## src/rtl/ps2_cmd_sequencer.sv

```systemverilog
// PS/2 host-to-keyboard command sequencer: issues command/argument bytes, handles ACK/RESEND/BAT,
// retries and timeouts, and forwards non-protocol bytes. Optional boot sequence: INIT_ON_RESET_EN.
module ps2_cmd_sequencer #(
    parameter int unsigned TIMEOUT_CYCLES = 2500000,
    parameter int unsigned TIMER_W        = 22,
    parameter int unsigned MAX_RETRY      = 3
) (
    input  logic       clk,
    input  logic       rst,
    input  logic       req,
    input  logic [1:0] op,
    input  logic [7:0] arg,
    output logic       busy,
    output logic       done,
    output logic       error,
    output logic [1:0] err_code,
    output logic [7:0] cmd_out,
    output logic       cmd_send,
    input  logic [7:0] rx_data,
    input  logic       rx_valid,
    output logic [7:0] fwd_data,
    output logic       fwd_valid
);

    localparam int unsigned RETRY_W = (MAX_RETRY < 1) ? 1 : $clog2(MAX_RETRY + 1);

    localparam logic [7:0] ByteAck     = 8'hFA;
    localparam logic [7:0] ByteResend  = 8'hFE;
    localparam logic [7:0] ByteBatOk   = 8'hAA;
    localparam logic [7:0] ByteBatFail = 8'hFC;

    localparam logic [TIMER_W-1:0] TimerTc  = TIMER_W'(TIMEOUT_CYCLES - 1);
    localparam logic [TIMER_W-1:0] TimerMax = '1;

    typedef enum logic [2:0] {
        StIdle,
        StSend1,
        StWait1,
        StSend2,
        StWait2,
        StWaitBat,
        StFin
    } state_e;

    state_e               state_q, state_d;
    logic [1:0]           op_q, op_d;
    logic [6:0]           arg_q, arg_d;
    logic [TIMER_W-1:0]   timer_q, timer_d, timer_inc;
    logic [RETRY_W-1:0]   retry_q, retry_d;
    logic [1:0]           err_code_q, err_code_d;
    logic [7:0]           cmd_out_q, cmd_out_d;
    logic                 cmd_send_q, cmd_send_d;
    logic [7:0]           fwd_data_q, fwd_data_d;
    logic                 fwd_valid_q, fwd_valid_d;
    logic                 consumed;
    logic                 timeout;
`ifdef INIT_ON_RESET_EN
    logic                 init_q, init_d;
    logic                 seq_q, seq_d;
`endif

    function automatic logic [7:0] opcode_byte(input logic [1:0] o, input logic [7:0] a);
        case (o)
            2'd0:    opcode_byte = 8'hFF;
            2'd1:    opcode_byte = 8'hED;
            2'd2:    opcode_byte = 8'hF3;
            default: opcode_byte = a;
        endcase
    endfunction

    assign timer_inc = (timer_q == TimerMax) ? timer_q : timer_q + TIMER_W'(1);
    assign timeout   = (timer_q == TimerTc);

    always_comb begin
        state_d    = state_q;
        op_d       = op_q;
        arg_d      = arg_q;
        timer_d    = timer_q;
        retry_d    = retry_q;
        err_code_d = err_code_q;
        cmd_out_d  = cmd_out_q;
        cmd_send_d = 1'b0;
        consumed   = 1'b0;
`ifdef INIT_ON_RESET_EN
        init_d     = init_q;
        seq_d      = seq_q;
`endif

        case (state_q)
            StIdle: begin
`ifdef INIT_ON_RESET_EN
                if (init_q) begin
                    init_d     = 1'b0;
                    seq_d      = 1'b1;
                    op_d       = 2'd0;
                    arg_d      = '0;
                    err_code_d = 2'd0;
                    retry_d    = '0;
                    cmd_out_d  = 8'hFF;
                    cmd_send_d = 1'b1;
                    timer_d    = '0;
                    state_d    = StSend1;
                end else
`endif
                if (req) begin
                    op_d       = op;
                    arg_d      = arg[6:0];
                    err_code_d = 2'd0;
                    retry_d    = '0;
                    cmd_out_d  = opcode_byte(op, arg);
                    cmd_send_d = 1'b1;
                    timer_d    = '0;
                    state_d    = StSend1;
                end
            end

            StSend1: begin
                timer_d = timer_inc;
                state_d = StWait1;
            end

            StSend2: begin
                timer_d = timer_inc;
                state_d = StWait2;
            end

            StWait1, StWait2: begin
                timer_d = timer_inc;
                if (rx_valid && rx_data == ByteAck) begin
                    consumed = 1'b1;
                    retry_d  = '0;
                    if (state_q == StWait2) begin
                        state_d = StFin;
                    end else begin
                        case (op_q)
                            2'd0: begin
                                timer_d = '0;
                                state_d = StWaitBat;
                            end
                            2'd1, 2'd2: begin
                                cmd_out_d  = (op_q == 2'd1) ? {5'b0, arg_q[2:0]} : {1'b0, arg_q};
                                cmd_send_d = 1'b1;
                                timer_d    = '0;
                                state_d    = StSend2;
                            end
                            default: state_d = StFin;
                        endcase
                    end
                end else if (rx_valid && rx_data == ByteResend) begin
                    consumed = 1'b1;
                    if (retry_q == RETRY_W'(MAX_RETRY)) begin
                        err_code_d = 2'd2;
                        state_d    = StFin;
                    end else begin
                        // cmd_out_q still holds the byte being retried
                        retry_d    = retry_q + RETRY_W'(1);
                        cmd_send_d = 1'b1;
                        timer_d    = '0;
                        state_d    = (state_q == StWait1) ? StSend1 : StSend2;
                    end
                end else if (timeout) begin
                    err_code_d = 2'd1;
                    state_d    = StFin;
                end
            end

            StWaitBat: begin
                timer_d = timer_inc;
                if (rx_valid && rx_data == ByteBatOk) begin
                    consumed = 1'b1;
`ifdef INIT_ON_RESET_EN
                    if (seq_q) begin
                        seq_d      = 1'b0;
                        op_d       = 2'd1;
                        arg_d      = '0;
                        retry_d    = '0;
                        cmd_out_d  = 8'hED;
                        cmd_send_d = 1'b1;
                        timer_d    = '0;
                        state_d    = StSend1;
                    end else begin
                        state_d = StFin;
                    end
`else
                    state_d = StFin;
`endif
                end else if (rx_valid && rx_data == ByteBatFail) begin
                    consumed   = 1'b1;
                    err_code_d = 2'd3;
                    state_d    = StFin;
                end else if (timeout) begin
                    err_code_d = 2'd1;
                    state_d    = StFin;
                end
            end

            StFin: begin
`ifdef INIT_ON_RESET_EN
                seq_d = 1'b0;
`endif
                state_d = StIdle;
            end

            default: state_d = StIdle;
        endcase
    end

    assign fwd_valid_d = rx_valid && !consumed;
    assign fwd_data_d  = fwd_valid_d ? rx_data : fwd_data_q;

    always_ff @(posedge clk or posedge rst) begin
        if (rst) begin
            state_q     <= StIdle;
            op_q        <= 2'd0;
            arg_q       <= '0;
            timer_q     <= '0;
            retry_q     <= '0;
            err_code_q  <= 2'd0;
            cmd_out_q   <= 8'h00;
            cmd_send_q  <= 1'b0;
            fwd_data_q  <= 8'h00;
            fwd_valid_q <= 1'b0;
`ifdef INIT_ON_RESET_EN
            init_q      <= 1'b1;
            seq_q       <= 1'b0;
`endif
        end else begin
            state_q     <= state_d;
            op_q        <= op_d;
            arg_q       <= arg_d;
            timer_q     <= timer_d;
            retry_q     <= retry_d;
            err_code_q  <= err_code_d;
            cmd_out_q   <= cmd_out_d;
            cmd_send_q  <= cmd_send_d;
            fwd_data_q  <= fwd_data_d;
            fwd_valid_q <= fwd_valid_d;
`ifdef INIT_ON_RESET_EN
            init_q      <= init_d;
            seq_q       <= seq_d;
`endif
        end
    end

`ifdef INIT_ON_RESET_EN
    assign busy = (state_q != StIdle) || init_q;
`else
    assign busy = (state_q != StIdle);
`endif
    assign done      = (state_q == StFin) && (err_code_q == 2'd0);
    assign error     = (state_q == StFin) && (err_code_q != 2'd0);
    assign err_code  = err_code_q;
    assign cmd_out   = cmd_out_q;
    assign cmd_send  = cmd_send_q;
    assign fwd_data  = fwd_data_q;
    assign fwd_valid = fwd_valid_q;

endmodule

```

## config.mk

```make
export PLATFORM = sky130hd
export DESIGN_NAME = ps2_cmd_sequencer
export DESIGN_NICKNAME = d
export VERILOG_FILES = /design/src/rtl/ps2_cmd_sequencer.sv
export SDC_FILE = /design/constraint.sdc
export NUM_CORES = 1
export LEC_CHECK = 0
export CORE_ASPECT_RATIO = 1.4
export CORE_MARGIN = 3
export CORE_UTILIZATION = 25
export DETAILED_ROUTE_END_ITERATION = 10
export GPL_ROUTABILITY_DRIVEN = 0
export PLACE_DENSITY = 0.53
export SLEW_MARGIN = 10
export SYNTH_ARGS = -nofsm -noshare
export SYNTH_HDL_FRONTEND = slang
export SYNTH_SLANG_ARGS = --single-unit
export TNS_END_PERCENT = 100
```

## constraint.sdc

```tcl
create_clock -name clk -period 2.2 [get_ports clk]
set_input_delay 0.22 -clock clk [delete_from_list [all_inputs] [get_ports clk]]
set_output_delay 0.22 -clock clk [all_outputs]
set_load 0.05 [all_outputs]
```

; ---- Word-level counts from Yosys, hierarchy flattened
; Cells that the tools add are included.
[totals]
reg_bits = 56
in_bits = 22
out_inout_bits = 23
[classes]
n_addsub = 2
n_eq_ne = 26
n_mux = 50
n_reduce_logical = 26
[ops]
columns = op, count
row1 = $mux W22, 7
row2 = $pmux W22 S3, 1
row3 = $eq A22 B22 Y1 const B, 2
row4 = $eq A8 B8 Y1 const B, 4
row5 = $mux W8, 4
row6 = $mux W3, 8
row7 = $pmux W8 S3, 1
row8 = $add A22 B1 Y22 const B, 1
row9 = $mux W2, 11
row10 = $pmux W8 S2, 1
row11 = $pmux W3 S5, 1
row12 = $mux W1, 10
row13 = $ne A2 B2 Y1 const B, 5
row14 = $reduce_and A5 Y1, 2
row15 = $eq A3 B3 Y1 const B, 3
row16 = $ne A3 B3 Y1 const B, 3
row17 = $reduce_bool A3 Y1, 3
row18 = $logic_and A1 B1 Y1, 7
row19 = $mux W7, 1
row20 = $eq A2 B2 Y1 const B, 3
row21 = $eq A3 B2 Y1 const B, 2
row22 = $logic_not A2 Y1, 3
row23 = $pmux W2 S3, 1
row24 = $pmux W3 S2, 1
row25 = 13 further kinds, 19

; ---- Longest topological paths before layout
; Gate-level depths: netlist of run 1.
[depth]
word_depth = 7
depth_mapped = 8

; ---- Worst setup path before layout of run 1
; No wires, ideal clock.
[synth_path]
path_type = register to output
startpoint = reg state_q[1]
endpoint = out done
arrival_ns = 2.263
required_time_ns = 1.980
setup_slack_ns = -0.283
stages_incl_launch_ff = 4
path_buffers = 1
path_cell_list = dfrtp_1 > clkbuf_1 > nand2_1 > nor4_1
[synth_via]
elab_chain_len = 2
[synth_rtl]
columns = element, line_no
row1 = from (decl), 45  ; state_e state_q, state_d;
row2 = from (signal assigned), 213  ; state_q <= StIdle;
row3 = from (signal assigned), 228  ; state_q <= state_d;
row4 = $eq A3 B3 Y1, 250  ; assign done = (state_q == StFin) && (err_code_q == 2'd0);
row5 = $logic_and A1 B1 Y1, 250
row6 = to (decl), 14  ; output logic done,
; No other way between the ends.

; ---- Worst setup path after layout of run 1
[layout_path]
startpoint = reg timer_q[11]
endpoint = reg state_q[1]
[layout_via]
elab_chain_len = 5
word_cells_on_any_way = 7
cone_classes = eq/ne (1) / mux (6)
[layout_rtl]
columns = element, line_no
row1 = from (decl), 48  ; logic [TIMER_W-1:0] timer_q, timer_d, timer_inc;
row2 = from (signal assigned), 231  ; timer_q <= timer_d;
row3 = $eq A22 B22 Y1 (*), 72  ; assign timeout = (timer_q == TimerTc);
row4 = $mux W3 (*), n/a
row5 = "$mux W3, on equally long branches (2 in a row)", n/a
row6 = $pmux W3 S5 (*), n/a
; Every way passes the cells marked *; elsewhere a longest branch is shown, timed or not.
; A chain may end at the register's enable or synchronous reset.

==> run metrics, run 1 <==
async set or reset register ratio after synthesis 100%; ys flop type dfrtp_1; Synthesized Nets 364; Max Cap Violations 0; root buffer cell clkbuf_16; min Tclk post-route 2.10 ns; Post-Route WL 8.66 mm; Design Power 4.61 mW; DIE HEIGHT 140 µm; CP required 2.44 ns; post-synthesis register bit count 56; R2R Setup Slk 0.10 ns; Critical Path Sink Type flop; Slew headroom 64.2%; post-synthesis xor/xnor area fraction 3.85%; Slew Viols, Final 0; Post-Synthesis Cells 336; clock-pin slew of the registers on the worst-case setup and hold paths 0.07 ns; routed length per instance 15.4 µm; cell area after synthesis 0.00319 mm²; final worst-path cycle share 95.3%; H-tree levels 2; first-pass GRT wire length 15.1 mm; CP Max Fanout 7; Compound-Gate Fraction of Synth Area 15.0%; GR peak layer met2; footprint of the multi-input gates 0.00168 mm²; outcome finished, final reports clean; initial antenna violation count 0; TNS Setup 0 ns; classification of the worst setup path flop to flop; core area 0.0124 mm²; worst path arrival time 2.33 ns; yosys warns 0; HPWL after DPL 6.62 mm; CTS Buffer Depth 2; Synth-to-Final Area Change 33.8%; remaining global-route overflow 0; pin count of the biggest net entering global routing 57; largest family of logic cells by synthesized area simple AND/OR/NAND/NOR gates; commonest non-fill, non-tap cell in the layout dfrtp_1; Peak VDD IR 475 µV; Filler cells 1288; Post-synth EDFFs 0; synthesized-area fraction occupied by adder cells 2.36%; Via Count 2931; Final Skew 0.00641 ns; share of cells above drive strength 1 20.5%; Worst-Margin Slew 0.524 ns; post-DR vias/cell 5.20; most frequent cells in the layout dfrtp_1, buf_4, clkdlybuf4s50_1; Pre-antenna DRT Iters 5; Ports 45; unrepaired setup endpoints after global routing no; met3 GRT Util 1.96%; met1 Usage GRT 15.7%; critical path launch point type flop; Simple-Gate Fraction of Synth Area 22.9%; Final Setup Violations 0; Final Non-Filler Cells 564; number of gates resized after cts 0; DRC viols 0; Final Hold Fails 0; proportion of synthesized area in mux cells 8.05%; Iter 0 DRT Violations 93; Layout Nets 441; register area 0.00140 mm²; gr usage total 13.3%; Mean Syn Cell Area 9.48 µm²; TritonCTS clock tree built; Initial Utilization 25.8%; Rows 48; clock latency on the worst-skew pair 0.30 ns; post-synthesis sequential area ratio 44.0%; Synth cell types 51; placed cell count 556; Post-CTS Setup Repair Bufs 0; Die ar. 0.0142 mm²; # hold bufs at CTS 0; Leakage 1.76 nW; Max Freq 477 MHz; antenna cells 0; HP Class primary input to asynchronous set/reset pin; Routed Antenna Nets 0; CTS Buf Count 5; vias in the first global route 3056; met2 Use GR 23.3%; Die Span X 101 µm; Clock Sink Count 56; Cell Pwr Density 1080 mW/mm²; port buffer count 44
==> cells in the mapped netlist (4+ instances only) <==
cell	number	area [µm²]
dfrtp_1	56	1400
nand2_1	31	116
nor2_1	27	101
mux2_2	21	236
a21oi_1	15	75.1
o21ai_0	15	75.1
inv_1	12	45.0
nand3_1	12	60.1
xnor2_1	11	96.3
clkbuf_1	10	37.5
nand4_1	10	62.6
a211oi_1	9	67.6
a31oi_1	8	50.1
and4_1	7	61.3
nor3_1	7	35.0
and2_1	6	37.5
buf_2	6	30.0
ha_1	6	75.1
nor4_1	5	31.3
a2111oi_0	4	35.0
and3_1	4	25.0
nand3b_1	4	30.0
or4_1	4	30.0
==> where the power goes <==
part / switching (mW) / internal, mW / total (mW)
logic: 1.35 / 0.960 / 2.31
registers: 0.181 / 1.28 / 1.46
clock network: 0.398 / 0.434 / 0.831
==> routing by layer <==
metal | up-vias | wire length, µm
met5 | - | 0
met4 | 0 | 222
met3 | 15 | 276
met2 | 73 | 4630
met1 | 1449 | 3540
li1 | 1394 | -
==> path summary, 6_finish.rpt <==
kind / from / endpoint / cells after the start
worst max-delay path: timer_q[11] / state_q[1] / 4
worst min-delay path: rst / timer_q[14] / 3
worst max register to register: timer_q[11] / state_q[1] / 4
worst min register to register: cmd_out[7] / cmd_out[7] / 1
max in group asynchronous: rst / err_code[1] / 3
min in group clk: cmd_out[7] / cmd_out[7] / 1
==> per-stage QoR <==
stage	setup WS, ns	hold slack, ns	area, µm²	utilization (%)
after detailed placement	0.0311	0.480	4100	33.2
after global routing	0.00354	0.324	4260	34.5
after floorplan	0.0594	0.337	3190	-
after global placement	0.0288	0.477	4100	33.2
after CTS	0.0231	0.302	4250	34.4
final	0.102	0.297	4260	34.5
==> cells by family after synthesis <==
kind of cell | after synthesis
buf+inv | 30
fa+ha+maj | 6
simple gates | 134
xor+xnor | 14
compound gates | 73
flops | 56
mux | 23
==> flip-flops by register name, summed over array words and instances, names as in the netlist, 2 cells and up <==
name	count
timer_q	22
cmd_out	8
fwd_data	8
arg_q	7
state_q	3
err_code	2
op_q	2
retry_q	2
==> worst max-delay path, cell delays in order, from the launching register on <==
cell and delay (ns):
dfrtp_1 0.45, or4_1 0.59, or3_1 0.46, a2111oi_1 0.39, a211o_1 0.15
==> cell type report <==
class                   instances  share of cell area (%)
inverters                      12                    1.06
repair buffers                 88                    18.8
clock inverters                 3                   0.616
multi-input cells             250                    39.3
flip-flops and latches         56                    32.9
clock buffers                   5                    2.93
well taps                     150                    4.40
No activity file was read; power rests on OpenSTA's default activity.
==> inputs of run 2 (changes only) <==
--- a/config.mk
+++ b/config.mk
@@ -6,11 +6,10 @@
 export NUM_CORES = 1
 export LEC_CHECK = 0
 export CORE_ASPECT_RATIO = 1.4
-export CORE_MARGIN = 3
-export CORE_UTILIZATION = 25
+export CORE_UTILIZATION = 49
 export DETAILED_ROUTE_END_ITERATION = 10
 export GPL_ROUTABILITY_DRIVEN = 0
-export PLACE_DENSITY = 0.53
+export PLACE_DENSITY = 0.85
 export SLEW_MARGIN = 10
 export SYNTH_ARGS = -nofsm -noshare
 export SYNTH_HDL_FRONTEND = slang
==> run 2 against run 1 <==
  * Clock skew is 0.0092 ns higher
  * Die area is 52% lower
  * Worst hold slack worse by 0.054 ns
  * Core utilization is 30 points higher
  * Global-route usage is 11 points higher
  * Sequential share of layout area is 1.9 points higher
  * Fmax is 1.3% higher
  * Via count is 0.99% higher
  * Final area is 5.5% lower
  * Routed wire length is 7.5% lower
  * Largest power group unchanged
==> run metrics, run 2 (synthesized netlist as in run 1, its figures left out) <==
outcome finished, final reports clean; Cell Pwr Density 1070 mW/mm² (-1.4%); vias in the first global route 3061 (+0.16%); final worst-path cycle share 94.1% (-1.2 points); Via Count 2960 (+0.99%); classification of the worst setup path flop to flop; routed length per instance 16.8 µm (+9.4%); Final WS setup 0.129 ns (+0.0267 ns); critical path launch point type flop; CP required 2.40 ns (-0.04 ns); Rows 34 (-29%); HPWL after DPL 5.94 mm (-10%); port buffer count 44 (unchanged); core area 0.00625 mm² (-49%); DIE HEIGHT 97.4 µm (-30%); Final Setup Violations 0 (unchanged); Layout Nets 432 (-2.0%); HP Class primary input to asynchronous set/reset pin; Fin Hold WS 0.243 ns (-0.0539 ns); remaining global-route overflow 0 (unchanged); CTS Buf Count 5 (unchanged); Initial Utilization 51.0% (+25 points); Max Cap Violations 0 (unchanged); Routed Antenna Nets 0 (unchanged); Die Span X 70.2 µm (-31%); clock-pin slew of the registers on the worst-case setup and hold paths 0.11 ns (+0.04 ns); TritonCTS clock tree built; Post-Route WL 8.02 mm (-7.5%); Synth-to-Final Area Change 26.5%; Slew headroom 64.0% (-0.17 points); Final Hold Fails 0 (unchanged); Worst-Margin Slew 0.526 ns (+0.00250 ns); pin count of the biggest net entering global routing 57 (unchanged); root buffer cell clkbuf_8; Finished Core Util 64.5% (+30 points); CP Max Fanout 7 (unchanged); Ports 45 (unchanged); Final Skew 0.0156 ns (+0.00917 ns); Pre-antenna DRT Iters 4 (-1); H-tree levels 2 (unchanged); min Tclk post-route 2.07 ns (-0.0267 ns); Die ar. 0.00683 mm² (-52%); DRC viols 0 (unchanged); commonest non-fill, non-tap cell in the layout dfrtp_1; gr usage total 24.6% (+11 points); Max Freq 483 MHz (+1.3%); Iter 0 DRT Violations 227 (+140%); antenna cells 0 (unchanged); number of flip-flops under the largest register name 22 (unchanged); Biggest register timer_q; unrepaired setup endpoints after global routing no; Clock Sink Count 56 (unchanged); post-DR vias/cell 6.21 (+19%); Slew Viols, Final 0 (unchanged); Peak VDD IR 548 µV (+15%); Leakage 1.69 nW (-3.9%); share of cells above drive strength 1 19.3% (-1.3 points); Place WS -0.0381 ns (-0.0691 ns); first-pass GRT wire length 13.8 mm (-8.7%); initial antenna violation count 0 (unchanged); Critical Path Sink Type flop; worst path arrival time 2.27 ns (-0.06 ns); most frequent cells in the layout dfrtp_1, clkdlybuf4s50_1, buf_4; clock latency on the worst-skew pair 0.32 ns (+0.02 ns); CTS Buffer Depth 2 (unchanged)
-- run 2: cell type report --
cell class                      count  area, µm²
Tap cell                           72       90.1
Clock buffer                        5       68.8
Sequential cell                    56       1400
Multi-Input combinational cell    250       1690
Timing Repair Buffer               79        713
Fill cell                         503       2220
Clock inverter                      3       26.3
Inverter                           12       45.0
-- run 2: timing repair --
item | 4_1_cts | 5_1_grt
setup buffers | 0 | 0
setup endpoints to repair | 0 | 11
gates resized for setup | 0 | 7
hold buffers | 0 | 0
-- run 2: power breakdown --
group | total (mW) | internal, mW | switching (mW) | leakage (nW)
logic | 2.24 | 0.902 | 1.34 | 0.927
clock network | 0.601 | 0.233 | 0.368 | 0.0487
registers | 1.45 | 1.28 | 0.173 | 0.713
-- run 2: worst max-delay path, cell delays in order, from the launching register on --
cell and delay, ns:
dfrtp_1 0.42, ha_1 0.23, and4_1 0.23, and4_1 0.28, a2111oi_0 0.56, xnor2_1 0.18, nor2_1 0.07
-- run 2: per-layer routing --
metal / wire length [µm] / GRT usage, % / vias up / part of all wire [%]
li1: - / - / 1375 / -
met5: 0 / 0 / - / 0
met4: 355 / 14.0 / 0 / 4.4
met2: 4160 / 43.6 / 118 / 52
met1: 3060 / 27.6 / 1434 / 38
met3: 443 / 3.94 / 33 / 5.5
-- run 2: path summary, 6_finish.rpt --
check	endpoint	cells after the start	slack (ns)	startpoint
worst min-delay path	cmd_out[4]	3	0.24	rst
worst max register to register	timer_q[8]	6	0.13	timer_q[0]
max in group asynchronous	state_q[1]	3	1.68	rst
worst min register to register	cmd_out[7]	1	0.51	cmd_out[7]
min in group clk	cmd_out[7]	1	0.51	cmd_out[7]
worst max-delay path	timer_q[8]	6	0.13	timer_q[0]
-- run 2: per-stage QoR --
stage               instances  power [mW]  area [µm²]  setup TNS (ns)
CTS                       477        4.30        4010               0
detailed placement        469        3.70        3920          -0.192
floorplan                 336        2.94        3190               0
finish                    477        4.29        4030               0
global route              477        4.56        4030               0
global placement          469        3.63        3920        -0.00740
==> inputs of run 3 (changes only) <==
--- a/config.mk
+++ b/config.mk
@@ -10,6 +10,7 @@
 export DETAILED_ROUTE_END_ITERATION = 10
 export GPL_ROUTABILITY_DRIVEN = 0
 export PLACE_DENSITY = 0.85
+export SKIP_LAST_GASP = 1
 export SLEW_MARGIN = 10
 export SYNTH_ARGS = -nofsm -noshare
 export SYNTH_HDL_FRONTEND = slang
==> run 3 against run 2 <==
  * Core utilization down 0.18 points
  * Global-route usage did not move
  * Final cell count stayed put
  * Routed wire length is essentially flat
  * Sequential power about the same
==> run metrics, run 3 (synthesized netlist as in run 1, its figures left out) <==
post-DR vias/cell 6.25 (+0.64%); Ports 45 (unchanged); Fin Hold WS 0.248 ns (+0.00433 ns); Filler cells 505 (+0.40%); Cell Pwr Density 1070 mW/mm² (+0.21%); number of flip-flops under the largest register name 22 (unchanged); initial antenna violation count 0 (unchanged); Via Count 2979 (+0.64%); H-tree levels 2 (unchanged); HP Class primary input to asynchronous set/reset pin; clock latency on the worst-skew pair 0.32 ns (about the same); R2R Setup Slk 0.06 ns (-0.07 ns); Design Power 4.29 mW (about the same); Routed Antenna Nets 0 (unchanged); Critical Path Sink Type flop; Die ar. 0.00683 mm² (unchanged); first-pass GRT wire length 13.8 mm (unchanged); Biggest register timer_q; CP required 2.46 ns (+0.06 ns); unrepaired setup endpoints after global routing yes; min Tclk post-route 2.14 ns (+0.0683 ns); Slew Viols, Final 0 (unchanged); Pre-antenna DRT Iters 6 (+2); Layout Nets 432 (unchanged); commonest non-fill, non-tap cell in the layout dfrtp_1; CTS Buffer Depth 2 (unchanged); Max Cap Violations 0 (unchanged); footprint of the multi-input gates 0.00168 mm² (-0.67%); Die Span X 70.2 µm (unchanged); register area 0.00140 mm² (unchanged); clock-pin slew of the registers on the worst-case setup and hold paths 0.11 ns (about the same); antenna cells 0 (unchanged); remaining global-route overflow 0 (unchanged); port buffer count 44 (unchanged); worst path arrival time 2.39 ns (+0.12 ns); Post-Route WL 8.01 mm (about the same); DIE HEIGHT 97.4 µm (unchanged); Rows 34 (unchanged); critical path launch point type flop; Final Skew 0.0141 ns (-0.00143 ns); Final Hold Fails 0 (unchanged); gr usage total 24.6% (unchanged); CTS Buf Count 5 (unchanged); HPWL after DPL 5.94 mm (unchanged); Peak VDD IR 553 µV (+0.93%); core area 0.00625 mm² (unchanged); final worst-path cycle share 97.2% (+3.1 points); Leakage 1.69 nW (-0.18%); Post-CTS Setup Repair Bufs 0 (unchanged); DRC viols 0 (unchanged); share of cells above drive strength 1 18.8% (-0.49 points); classification of the worst setup path flop to flop; root buffer cell clkbuf_8; most frequent cells in the layout dfrtp_1, clkdlybuf4s50_1, buf_4; CP Max Fanout 6 (-1); TritonCTS clock tree built; Slew headroom 64.0% (about the same); Initial Utilization 51.0% (unchanged); Final Setup Violations 0 (unchanged); routed length per instance 16.8 µm (about the same); Iter 0 DRT Violations 243 (+7.0%); vias in the first global route 3061 (unchanged); pin count of the biggest net entering global routing 57 (unchanged); Synth-to-Final Area Change 26.1%; Worst-Margin Slew 0.527 ns (+0.000543 ns); outcome finished, final reports clean; Clock Sink Count 56 (unchanged); Max Freq 467 MHz (-3.2%)
[run 3: cell count changes in the layout (fill, tap and decap cells not counted)]
cell       delta
a2111oi_1     +1
a2111oi_2     -1
nor4b_1       +1
nor4b_2       -1
[run 3: area by class of cell]
cell class,instances,area share (%)
Inverter,12,1.12
Timing Repair Buffer,79,17.7
Multi-Input combinational cell,250,41.7
Clock buffer,5,1.71
Sequential cell,56,34.9
Clock inverter,3,0.654
Tap cell,72,2.24
[run 3: power breakdown]
part           leakage [nW]  internal [mW]  switching (mW)  total (mW)
clock network        0.0487          0.233           0.365       0.598
registers             0.713           1.28           0.173        1.45
logic                 0.924          0.901            1.34        2.24
[run 3: worst max-delay path, stage by stage (launching register included)]
cell and delay [ns]:
dfrtp_1 0.47, nor4b_1 0.43, nand4_1 0.21, or3_1 0.44, a2111oi_1 0.38, a211o_1 0.15
[run 3: worst paths after layout]
| check | from | endpoint | depth (start not counted) |
|---|---|---|---|
| setup reg to reg | timer_q[12] | state_q[1] | 5 |
| min in group clk | cmd_out[7] | cmd_out[7] | 1 |
| hold reg to reg | cmd_out[7] | cmd_out[7] | 1 |
| hold / removal | rst | cmd_out[4] | 3 |
| max in group asynchronous | rst | state_q[0] | 3 |
| setup / recovery | timer_q[12] | state_q[1] | 5 |
[run 3: stage by stage]
stage,utilization (%),worst slack (ns),instances,setup TNS (ns),cell area [µm²]
6_report,64.3,0.0608,477,0,4020
5_1_grt,64.3,-0.0232,477,-0.0232,4020
4_1_cts,64.1,0.0482,477,0,4010
3_5_place_dp,62.6,-0.0381,469,-0.192,3920
3_3_place_gp,62.6,-0.00217,469,-0.00740,3920
2_1_floorplan,-,0.0594,336,0,3190
[run 3: repair_timing]
action,in CTS,in global routing
hold buffers,0,0
resized for setup,0,5
setup endpoints to repair,0,11
[run 3: metal layers]
metal / vias to the layer above / share of wire (%) / GRT usage, %
li1: 1373 / - / -
met1: 1451 / 39 / 27.6
met5: - / 0 / 0
met3: 27 / 4.9 / 3.94
met2: 128 / 53 / 43.6
met4: 0 / 4.0 / 14.0
